**src/rtl/camera_capture.sv**
```systemverilog
// camera_capture: turns a YUV422 camera byte stream into 1-bit thresholded framebuffer writes.
// Only luma is used; each Y/C byte pair yields one pixel written one cycle after the chroma byte.
module camera_capture #(
    parameter int ADDR_WIDTH = 15,
    parameter int H_PIXELS = 160,
    parameter int V_LINES = 120,
    parameter logic [7:0] THRESHOLD = 8'd128
) (
    input  logic                  pclk,
    input  logic                  reset_n,
    input  logic [7:0]            data_in,
    input  logic                  h_ref,
    input  logic                  v_sync,
    output logic                  we,
    output logic [ADDR_WIDTH-1:0] write_addr,
    output logic                  pixel,
    output logic                  frame_done
);
    localparam int CW = $clog2(2 * H_PIXELS + 1);
    localparam int LW = $clog2(V_LINES + 1);
    localparam logic [CW-1:0] H_COLS = CW'(H_PIXELS);
    localparam logic [LW-1:0] V_ROWS = LW'(V_LINES);
    localparam logic [ADDR_WIDTH-1:0] H_STEP = ADDR_WIDTH'(H_PIXELS);
    localparam logic [ADDR_WIDTH-1:0] BASE_MAX = ADDR_WIDTH'(V_LINES * H_PIXELS);

    typedef enum logic [1:0] {WAIT_FRAME, WAIT_LINE, BYTE_Y, BYTE_C} state_t;

    state_t                  state;
    logic                    seen_vs;
    logic [CW-1:0]           col;
    logic [LW-1:0]           line;
    logic [ADDR_WIDTH-1:0]   line_base;
    logic [7:0]              luma;

    always_ff @(posedge pclk or negedge reset_n) begin
        if (!reset_n) begin
            state      <= WAIT_FRAME;
            seen_vs    <= 1'b0;
            we         <= 1'b0;
            write_addr <= '0;
            pixel      <= 1'b0;
            frame_done <= 1'b0;
            line       <= '0;
            col        <= '0;
            line_base  <= '0;
            luma       <= '0;
        end else begin
            we         <= 1'b0;
            frame_done <= 1'b0;
            if (state == WAIT_FRAME) begin
                if (v_sync) begin
                    seen_vs <= 1'b1;
                end else if (seen_vs) begin
                    seen_vs   <= 1'b0;
                    line      <= '0;
                    col       <= '0;
                    line_base <= '0;
                    state     <= WAIT_LINE;
                end
            end else if (v_sync) begin
                // an aborting v_sync already counts as the high half of the frame sync
                seen_vs    <= 1'b1;
                col        <= '0;
                frame_done <= line != '0;
                state      <= WAIT_FRAME;
            end else if (state == WAIT_LINE) begin
                if (h_ref) begin
                    luma  <= data_in;
                    col   <= '0;
                    state <= BYTE_C;
                end
            end else if (!h_ref) begin
                if (col != '0 && line < V_ROWS) begin
                    line      <= line + LW'(1);
                    line_base <= (line_base >= BASE_MAX - H_STEP) ? BASE_MAX : line_base + H_STEP;
                end
                col   <= '0;
                state <= WAIT_LINE;
            end else if (state == BYTE_Y) begin
                luma  <= data_in;
                state <= BYTE_C;
            end else begin
                if (col < H_COLS && line < V_ROWS) begin
                    we         <= 1'b1;
                    write_addr <= line_base + ADDR_WIDTH'(col);
                    pixel      <= luma >= THRESHOLD;
                end
                if (col != '1) col <= col + CW'(1);
                state <= BYTE_Y;
            end
        end
    end
endmodule

```
**config.mk**
```make
export PLATFORM = sky130hd
export DESIGN_NAME = camera_capture
export DESIGN_NICKNAME = d
export VERILOG_FILES = /design/src/rtl/camera_capture.sv
export SDC_FILE = /design/constraint.sdc
export NUM_CORES = 1
export LEC_CHECK = 0
export CAP_MARGIN = 20
export CORE_MARGIN = 4
export CORE_UTILIZATION = 60
export CTS_CLUSTER_DIAMETER = 100
export DETAILED_ROUTE_END_ITERATION = 8
export GPL_TIMING_DRIVEN = 0
export HOLD_SLACK_MARGIN = 0.03
export PLACE_DENSITY = 0.84
export SKIP_CTS_REPAIR_TIMING = 1
export SYNTH_ARGS = -nofsm -noshare
export SYNTH_HDL_FRONTEND = slang
export SYNTH_SLANG_ARGS = --single-unit
```
**constraint.sdc**
```tcl
create_clock -name pclk -period 3.7 [get_ports pclk]
set_clock_uncertainty 0.05 [all_clocks]
set_input_delay 0.37 -clock pclk [delete_from_list [all_inputs] [get_ports pclk]]
set_output_delay 0.37 -clock pclk [all_outputs]
set_load 0.03 [all_outputs]
```
After elaboration in Yosys (flattened, before gate mapping)
Index checks and enable logic that the tools add are counted.
{"block": "totals", "register_bits": 60, "input_bits": 12, "out_inout_bits": 18, "word_cells": 92}
{"block": "classes", "n_addsub": 4, "order_cmp": 4, "n_eq_ne": 10, "mux": 47, "bitwise": 4, "n_reduce_logical": 13}
{"operator": "2-to-1 mux 15 bit", "count": 8}
{"operator": "2-to-1 mux 9 bit", "count": 9}
{"operator": "2-to-1 mux 7 bit", "count": 7}
{"operator": "2-to-1 mux 8 bit", "count": 4}
{"operator": "adder 15 x 8 -> 15 bit (second input constant)", "count": 1}
{"operator": "adder 15 x 9 -> 15 bit", "count": 1}
{"operator": "greater-or-equal comparator 15 bit (second input constant)", "count": 1}
{"operator": "2-to-1 mux 2 bit", "count": 7}
{"operator": "2-to-1 mux 1 bit", "count": 12}
{"operator": "AND reduction 5 bit", "count": 2}
{"operator": "adder 9 x 1 -> 9 bit (second input constant)", "count": 1}
{"operator": "less-than comparator 9 x 8 -> 1 bit (second input constant)", "count": 1}
{"operator": "inequality test 9 bit (second input constant)", "count": 1}
{"operator": "nonzero test 9 bit", "count": 1}
{"operator": "greater-or-equal comparator 8 bit (second input constant)", "count": 1}
{"operator": "adder 7 x 1 -> 7 bit (second input constant)", "count": 1}
{"operator": "less-than comparator 7 bit (second input constant)", "count": 1}
{"operator": "nonzero test 7 bit", "count": 1}
{"operator": "inequality test 2 bit (second input constant)", "count": 3}
{"operator": "AND reduction 6 bit", "count": 1}
{"operator": "nonzero test 2 bit", "count": 3}
{"operator": "inequality test 5 x 1 -> 1 bit (second input constant)", "count": 1}
{"operator": "inequality test 5 bit (second input constant)", "count": 1}
{"operator": "inequality test 4 bit (second input constant)", "count": 1}
{"operator": "8 further kinds", "count": 12}

Logic depth before layout (Yosys ltp)
{"block": "depth", "depth_word": 8, "depth_mapped": 10}

Least setup slack after synthesis
No wires, ideal clock.
{"block": "synth_timing", "kind": "register -> register", "start": "reg state[1]", "end": "reg write_addr[8]", "setup_time_ns": 0.127, "arrival_ns": 1.931, "t_required_ns": 3.523, "path_slack_ns": 1.592, "stages_incl_launch_ff": 7, "n_path_buf": 1, "period_less_slack_ns": 2.108, "cell_sequence": "dfrtp_1 inv_1 ha_1 buf_6 or4b_4 nor3_4 mux2_1"}
{"block": "synth_via", "elab_chain_cells": 3, "word_cells_on_any_way": 7, "classes_between": "eq/ne (2); bitwise (3); reduce/logical (2)"}
{"item": "start: declaration", "line": "28", "source": "state_t state;"}
{"item": "start signal: assignment", "line": "37", "source": "state <= WAIT_FRAME;"}
{"item": "start signal: assignment", "line": "58", "source": "state <= WAIT_LINE;"}
{"item": "start signal: assignment", "line": "65", "source": "state <= WAIT_FRAME;"}
{"item": "equality test 2 bit, or another cell as far along", "line": "79", "source": "end else if (state == BYTE_Y) begin"}
{"item": "inverter 1 bit (no source line)"}
{"item": "AND reduction 6 bit (no source line) (*)"}
{"item": "end signal: assignment", "line": "85", "source": "write_addr <= line_base + ADDR_WIDTH'(col);"}
{"item": "end: declaration", "line": "15", "source": "output logic [ADDR_WIDTH-1:0] write_addr,"}
Mark *: on every way between the ends. The rest lies on a longest branch, timed or not.
A chain may end at the register's enable or synchronous reset.

Final worst setup path
Same ends and word-level chain as after synthesis.

==> metrics.yaml <==
setup_tns_ps: 0
num_rows: 24
track_usage_pct: 21.6
status: "finished, final reports clean"
seqPwrFrac_pct: 36.9
finalHoldViolCount: 0
p_leak_nw: 1.37
cts_buffers: 5
cts_tree: "done"
tightest_slew_ps: 586
power_frac_comb_pct: 48.3
dp.cells: 388
drtIter0Drc: 80
min_period_over_period_pct: 62.0
drtPass1Iterations: 4
hold_path.class: "reg2reg"
critPathKind: "reg2reg"
max_freq_mhz: 436
yosysSeqAreaShare_pct: 43.0
place_congestion: 0.861
htree_levels: 2
remaining_drc_errors: 0
async_flop_share_pct: 100
layout-drive-gt1-share_pct: 9.86
overflow: 0
antenna_found_initial: 0
ir_drop_uv: 365
internal_power_mw: 1.27
clock_power_share_pct: 14.8
setup_viol: 0
clock_path_buffers: 2
wl_um: 5870
drt-vias-per-instance: 5.92
cp.required_ps: 3840
clk_latency_ps: 300
crit_path_start_kind: "flip-flop"
final_max_slew_viol_count: 0
synth.avg_cell_area_um2: 8.93
dieWidth_um: 76.3
synth_fp_nets: 339
grt_pass1_vias: 2326
end_kind: "flip-flop"
synthCells: 313
antenna_left: 0
die_h_um: 76.3
dpl.hpwl_um: 4440
final-instance-count-excl-fill: 397
power.density_nw_per_um2: 695
io_buffers: 22
final_common_cell: "dfrtp_1"
syn_area_um2: 2800
period_needed_ps: 2290
holdWs_ps: 436
ys_ff_latch: 48
synthFlopType: "dfrtp_1"
dieArea_um2: 5820
synth.distinct_cells: 53
clk_pin_slew_ps: 90
finish.utilization_pct: 72.1
coreArea_um2: 4440
relSlewSlack_pct: 60.0
critPathArrivalTime_ps: 2440
syn_to_final_growth_pct: 14.6
clock-root-buffer: "clkbuf_8"
cp_max_fo: 10
p_switching_mw: 0.961
synth_edf_count: 0
vias: 2349
initial_core_util_pct: 62.9
p_total_mw: 2.23
layout_common_cells: "48 x dfrtp_1, 46 x nand2_1, 23 x nor2_1, 23 x a21oi_1, 21 x clkdlybuf4s50_1"
grt_pass1_wl_um: 10400
clock-sinks: 48
grt_setup_unrepaired: "false"
p_sw_share_pct: 43.1
n_antenna_cell: 0
ioPinCount: 30
nets: 370
grt_max_degree: 32
wl_per_cell_um: 14.8
ys.warnings.count: 0
maxCapViolCount: 0
[cell usage after synthesis (all sizes together), types with 3 or more instances]
library cell / count / share of area, %
and3: 3 / 0.67
xnor2: 8 / 2.5
nor2: 23 / 3.1
dfrtp: 48 / 43
xor2: 3 / 0.94
o22a: 3 / 0.94
or3: 5 / 1.3
nor3: 5 / 1.3
buf: 11 / 2.7
inv: 15 / 2.0
nor2b: 6 / 1.3
nand2: 46 / 6.2
nand3: 20 / 3.6
a21o: 5 / 1.3
o21ai: 23 / 4.4
ha: 14 / 6.3
o31ai: 3 / 0.81
a31oi: 8 / 1.8
clkbuf: 5 / 0.67
a2111oi: 3 / 0.94
a21oi: 24 / 4.4
[layout make-up]
type,count,area [um^2]
plain buffers,16,95.1
multi-input cells,234,1440
fillers,346,1240
repair buffers,24,245
flip-flops and latches,48,1200
well taps,52,65.1
clock buffers,6,82.6
inverters,15,56.3
clock inverters,2,15.0
[sequential cells by signal (all words and copies together), names as in the netlist]
signal and cells:
write_addr 15, line_base 10, col 9, line 7
state 2, frame_done 1, luma 1, pixel 1
seen_vs 1, we 1
[critical path, stage by stage (launching register included)]
cell and delay [ps]:
dfrtp_1 380, inv_1 100, ha_1 200, buf_6 130, or4b_4 530, nor3_4 430, mux2_1 370
[final timing paths]
path                               start       endpoint  slack (ps)  cells after the start
worst max-delay path            state[1]  write_addr[8]        1410                      6
worst min-delay path               pixel          pixel         440                      2
worst max register to register  state[1]  write_addr[8]        1410                      6
worst min register to register     pixel          pixel         440                      2
max in group asynchronous        reset_n  line_base[11]        2600                      3
min in group asynchronous        reset_n         col[2]         480                      2
[per-layer routing]
metal  wire (um)  up-vias  global-route usage, %
li1            -     1171                      -
met1        2550     1113                   26.2
met2        2930       57                   38.5
met3         309        8                   4.37
met4          84        0                   6.52
met5           0        -                      0
[power groups by stage]
stage | logic (mW) | registers [mW] | clock network, mW
floorplan | 0.586 | 0.962 | 0
global placement | 1.04 | 0.817 | 0
detailed placement | 1.08 | 0.831 | 0
CTS | 1.08 | 0.819 | 0.341
global route | 1.19 | 0.845 | 0.362
finish | 1.08 | 0.822 | 0.330
[through the flow]
stage          worst slack [ps]  cell area [um^2]
3_5_place_dp               1300              3100
3_3_place_gp                893              3080
5_1_grt                    1200              3200
4_1_cts                    1390              3190
6_report                   1410              3200
2_1_floorplan              1590              2800
[logic make-up (layout without fill, tap and decap cells)]
kind of cell	count (synthesis)	in the layout	synth area share [%]
flops	48	48	43.0
mux	2	2	0.805
simple gates	121	121	21.5
compound gates	85	85	19.5
other cells	1	1	0.134
buf+inv	31	63	5.41
xor+xnor	11	11	3.45
fa+ha+maj	14	14	6.26
(Power assumes the default switching activity.)
